**src/rtl/canny_stage_ctrl.sv**
```systemverilog
// Frame-level sequencer for the Canny datapath.
// It runs each enabled stage (gauss, sobel, nms, hyst) in turn. For each stage it
// pulses stage_start, raster-scans pixel coordinates over pix_valid/pix_ready, and
// then waits for stage_idle before moving to the next enabled stage.
// Ports:
//   clk, reset (sync, active-low)      clock / reset
//   frame_start, stage_en[3:0], abort  frame control from the top level
//   stage_idle, pix_ready              status from the selected stage pipeline
//   stage_sel, stage_start             active stage index and its start pulse
//   pix_valid, pix_x, pix_y, pix_border  coordinate stream to the stage/line buffers
//   frame_busy, frame_done, aborted    frame status
//   frame_cycles[31:0]                 cycle count of the last completed frame
module canny_stage_ctrl #(
    parameter int unsigned IMG_W   = 64,
    parameter int unsigned IMG_H   = 64,
    parameter int unsigned COORD_W = 8
) (
    input  logic               clk,
    input  logic               reset,
    input  logic               frame_start,
    input  logic [3:0]         stage_en,
    input  logic               abort,
    input  logic               stage_idle,
    input  logic               pix_ready,
    output logic [1:0]         stage_sel,
    output logic               stage_start,
    output logic               pix_valid,
    output logic [COORD_W-1:0] pix_x,
    output logic [COORD_W-1:0] pix_y,
    output logic               pix_border,
    output logic               frame_busy,
    output logic               frame_done,
    output logic               aborted,
    output logic [31:0]        frame_cycles
);

    localparam int unsigned CNT_W = 32;
    localparam logic [COORD_W-1:0] X_LAST = COORD_W'(IMG_W - 1);
    localparam logic [COORD_W-1:0] Y_LAST = COORD_W'(IMG_H - 1);

    typedef enum logic [2:0] {IDLE, START, SCAN, DRAIN, DONE} state_t;

    state_t           state;
    logic [3:0]       en_q;
    logic [CNT_W-1:0] cycle_cnt;
    logic [CNT_W-1:0] cycle_cnt_inc;
    logic [2:0]       first_stage;   // {found, index}
    logic [2:0]       next_stage;    // {found, index}

    // Lowest set bit of mask at or above position lo, as {found, index}.
    function automatic logic [2:0] find_stage(input logic [3:0] mask, input logic [2:0] lo);
        logic [2:0] r;
        r = 3'b000;
        for (int i = 3; i >= 0; i--) begin
            if (mask[i] && (3'(i) >= lo)) r = {1'b1, 2'(i)};
        end
        return r;
    endfunction

    function automatic logic on_border(input logic [COORD_W-1:0] x, input logic [COORD_W-1:0] y);
        return (x == '0) || (x == X_LAST) || (y == '0) || (y == Y_LAST);
    endfunction

    assign first_stage   = find_stage(stage_en, 3'd0);
    assign next_stage    = find_stage(en_q, {1'b0, stage_sel} + 3'd1);
    assign cycle_cnt_inc = (cycle_cnt == '1) ? cycle_cnt : cycle_cnt + CNT_W'(1);

    // Sequencer; every output is updated together with the state it belongs to.
    always_ff @(posedge clk) begin
        if (!reset) begin
            state        <= IDLE;
            en_q         <= '0;
            cycle_cnt    <= '0;
            stage_sel    <= '0;
            stage_start  <= 1'b0;
            pix_valid    <= 1'b0;
            pix_x        <= '0;
            pix_y        <= '0;
            pix_border   <= 1'b0;
            frame_busy   <= 1'b0;
            frame_done   <= 1'b0;
            aborted      <= 1'b0;
            frame_cycles <= '0;
        end else begin
            stage_start <= 1'b0;
            frame_done  <= 1'b0;
            aborted     <= 1'b0;
            if (state != IDLE) cycle_cnt <= cycle_cnt_inc;

            // Abort overrides every transition, including the one into IDLE from DONE.
            if (state != IDLE && abort) begin
                state      <= IDLE;
                pix_valid  <= 1'b0;
                frame_busy <= 1'b0;
                aborted    <= 1'b1;
            end else begin
                unique case (state)
                    IDLE: begin
                        if (frame_start) begin
                            en_q       <= stage_en;
                            cycle_cnt  <= '0;
                            frame_busy <= 1'b1;
                            if (first_stage[2]) begin
                                state       <= START;
                                stage_sel   <= first_stage[1:0];
                                stage_start <= 1'b1;
                                pix_x       <= '0;
                                pix_y       <= '0;
                                pix_border  <= 1'b1;  // origin is always on the edge
                            end else begin
                                state <= DONE;
                            end
                        end
                    end
                    START: begin
                        state     <= SCAN;
                        pix_valid <= 1'b1;
                    end
                    SCAN: begin
                        if (pix_ready) begin
                            if (pix_x == X_LAST) begin
                                if (pix_y == Y_LAST) begin
                                    state     <= DRAIN;
                                    pix_valid <= 1'b0;
                                end else begin
                                    pix_x      <= '0;
                                    pix_y      <= pix_y + COORD_W'(1);
                                    pix_border <= on_border('0, pix_y + COORD_W'(1));
                                end
                            end else begin
                                pix_x      <= pix_x + COORD_W'(1);
                                pix_border <= on_border(pix_x + COORD_W'(1), pix_y);
                            end
                        end
                    end
                    DRAIN: begin
                        if (stage_idle) begin
                            if (next_stage[2]) begin
                                state       <= START;
                                stage_sel   <= next_stage[1:0];
                                stage_start <= 1'b1;
                                pix_x       <= '0;
                                pix_y       <= '0;
                                pix_border  <= 1'b1;
                            end else begin
                                state <= DONE;
                            end
                        end
                    end
                    DONE: begin
                        state        <= IDLE;
                        frame_done   <= 1'b1;
                        frame_busy   <= 1'b0;
                        frame_cycles <= cycle_cnt_inc;  // includes the DONE cycle
                    end
                    default: state <= IDLE;
                endcase
            end
        end
    end

endmodule

```
**config.mk**
```make
export PLATFORM = sky130hd
export DESIGN_NAME = canny_stage_ctrl
export DESIGN_NICKNAME = d
export VERILOG_FILES = /design/src/rtl/canny_stage_ctrl.sv
export SDC_FILE = /design/constraint.sdc
export NUM_CORES = 1
export LEC_CHECK = 0
export ABC_AREA = 1
export CORE_AREA = 5 5 101 103
export CTS_BUF_LIST = sky130_fd_sc_hd__clkbuf_8
export CTS_CLUSTER_SIZE = 30
export DETAILED_ROUTE_END_ITERATION = 8
export DIE_AREA = 0 0 106 108
export PLACE_DENSITY_LB_ADDON = 0.15
export SETUP_SLACK_MARGIN = 0.3
export SLEW_MARGIN = 10
export SYNTH_ARGS = -nofsm -noshare
export SYNTH_HDL_FRONTEND = slang
export SYNTH_SLANG_ARGS = --single-unit
```
**constraint.sdc**
```tcl
create_clock -name clk -period 2.65 [get_ports clk]
set_input_delay 0.6625 -clock clk [delete_from_list [all_inputs] [get_ports clk]]
set_output_delay 0.6625 -clock clk [all_outputs]
set_load 0.05 [all_outputs]
```
==> run metrics <==
Post-Synthesis Cells=a little over 800; delay-heaviest family, CP=buffers and inverters; drt drc=0; layout cell share with drive strength beyond 1=9.910%; Slew Limit Headroom=63.29%; die width=around 110 um; Synthesized Nets=840; grt ovf=0; number of slew-limit violations in the final report=0; CTS Buf Count=9; Util after Layout=69.96%; r2r worst-path depth=8; area grow syn2layout=18.25%; arrival time at the worst endpoint=1.62 ns; Design Area, Final=0.006372 mm2; core area=0.009109 mm2; Routed met2 length=6854 um; initial antenna violation count=0; maximum fanout along the worst path=5; Post-DRT Antenna Nets=0; drt wl/cell=around 14 um; WL met3=671 um; most frequent cells in the layout=247 x nand2_1, 111 x nor2_1, 94 x dfxtp_1; Power Density=685.6 mW/mm2; Max Used Layer=met4; Initial Utilization=59.16%; Setup Fix Bufs, Post-CTS=0; M1 WL=6182 um; ys async rst share=0%; RSZ-0062 raised after global routing=false; hold_buf cts=0; status=completed; Clock H-tree levels=3; most common cell after layout, fill and taps aside=nand2_1; router iterations before antenna repair=5; startpoint types=flip-flop; Slowest-stage cell, CP=clkdlybuf4s50_1; CP max stage delay=0.84 ns; Synth Cell Area=0.005389 mm2; Worst EP required=1.99 ns; ant diodes=0; Iter 0 DRT Violations=between 300 and 400; Die Footprint=0.01145 mm2; Final Setup Violations=0; CTS tree=done; worst hold path class=flip-flop to flip-flop; Synth Register Bits=94; vias post-DR=approximately 5500; vias in the first global route=5192; Ports=66; WHS Endpoint=en_q[3]; reg2reg start=pix_x[1]; first-pass GRT wire length=23470 um; worst-margin pin slew=0.5489 ns; row cnt=35; Fin. Hold Viols=0; hpwl dp=approximately 10000 um; Area after DPL=around 0.006 mm2; r2r setup slk=between 0.4 and 0.5 ns; Max Freq=between 400 and 500 MHz; count of clock tree sinks=94; Crit Path Category=flip-flop to primary output; Post-synth EDFFs=0; clk slew on worst S/H paths=0.10 ns; Peak supply drop=approximately 0.4 mV; Placer Congestion=0.9351; ys flop type=dfxtp_1; CP Buf/Inv Count=1; via-per-instance ratio=5.521; final net count=899; hold depth=2; routed wire length=~14000 um; worst-path cell chain=clkdlybuf4s50_1; Final min period=2.282 ns; Worst Setup End Kind=primary output; Tcrit/Tclk final=a little under nine tenths; PortBufs=65; HP Start=en_q[3]; die height=108 um; leakage=2.798 nW; Max-cap violations=0; CTS root buf=clkbuf_8; Seq/Total Area, Yosys=34.92%; fillcell total=798; Setup Skew=0.01575 ns; Synth Area per Inst=6.540 um2; GRT Util Overall=about a quarter; largest net degree at the start of global routing=35; clk_lat worst skew=about 0.37 ns; final setup TNS=0 ns; clk buf depth=2; reg2reg end=pix_y[3]; Synthesis Warnings=0; post-synth cell types=34
==> cell type report <==
cell class,count,area (um2),share of cell area (%)
multi-input cells,623,3070,48.18
repair buffers,77,760.7,11.94
clock inverters,7,103.9,1.630
clock buffers,9,123.9,1.944
well taps,111,138.9,2.179
flip-flops and latches,94,1882,29.53
inverters,78,292.8,4.595
==> worst max path at each step <==
stage | endpoint | cells after the start | slack (ns) | startpoint
2_1_floorplan | pix_y[6] | 8 | 0.57 | pix_x[1]
3_3_place_gp | pix_y[7] | 9 | 0.33 | frame_start
3_5_place_dp | pix_y[3] | 9 | 0.26 | frame_start
4_1_cts | pix_y[6] | 1 | 0.31 | pix_y[6]
5_1_grt | pix_y[0] | 1 | 0.31 | pix_y[0]
6_report | pix_y[0] | 1 | 0.37 | pix_y[0]
==> power by group <==
part | leakage, nW | switching (mW) | internal [mW]
registers | 0.760 | 0.115 | 1.53
clock network | 0.108 | 0.542 | 0.545
logic | 1.93 | 1.18 | 0.457
==> logic make-up after synthesis <==
kind of cell,Yosys count,synth area share [%]
buffers and inverters,107,8.103
AOI/OAI and AO/OA,129,13.37
xor gates and xnor gates,9,1.463
DFF,94,34.92
and+or+nand+nor,479,40.75
adders and majority gates,6,1.393
==> through the flow <==
step / hold slack [ns] / worst slack [ns] / std cells / power (mW)
floorplan: 0.4406 / 0.5706 / 824 / 2.839
CTS: 0.4773 / 0.3147 / 999 / 4.365
detailed placement: 0.4608 / 0.2646 / 983 / 3.300
global placement: 0.4550 / 0.3280 / 983 / 3.243
global route: 0.5028 / 0.3085 / 999 / 4.591
finish: 0.4749 / 0.3677 / 999 / 4.369
==> state kept, by name (all words and copies together) (netlist names) <==
| register | flops |
|---|---|
| state | 3 |
| pix_border | 1 |
| stage_sel | 2 |
| en_q | 3 |
| frame_busy | 1 |
| frame_cycles | 32 |
| cycle_cnt | 32 |
| pix_valid | 1 |
| aborted | 1 |
| stage_start | 1 |
| pix_y | 8 |
| frame_done | 1 |
| pix_x | 8 |
==> cell usage after synthesis (3+ instances only) <==
library cell	count	area, um2
a21oi_1	53	265.3
nand2_1	247	927.1
nand3b_1	15	112.6
xnor2_1	4	35.03
ha_1	6	75.07
nand3_2	26	260.3
buf_2	7	35.03
nor3_1	8	40.04
inv_1	72	270.3
buf_6	3	33.78
or2_2	9	56.30
nand3_1	37	185.2
inv_2	5	18.77
o21ai_0	38	190.2
nor2_4	6	67.56
o21bai_1	21	157.7
nand4_1	8	50.05
o21ai_1	8	40.04
xor2_1	5	43.79
clkbuf_1	16	60.06
nor2_1	111	416.7
dfxtp_1	94	1882
nand2_2	6	37.54
nor2_2	5	31.28
==> metal layers <==
| layer | track usage [%] | up-vias |
|---|---|---|
| li1 | - | 2759 |
| met1 | 29.42 | 2537 |
| met2 | 43.99 | 182 |
| met3 | 4.478 | 37 |
| met4 | 9.621 | 0 |
| met5 | 0 | - |
==> repair_timing <==
| action | 4_1_cts | 5_1_grt |
|---|---|---|
| pin swaps | 0 | 0 |
| endpoints found under the hold margin | 0 | 0 |
| setup endpoints to repair | 4 | 5 |
| resized for setup | 4 | 5 |
Power figures use the tool's default switching activity.
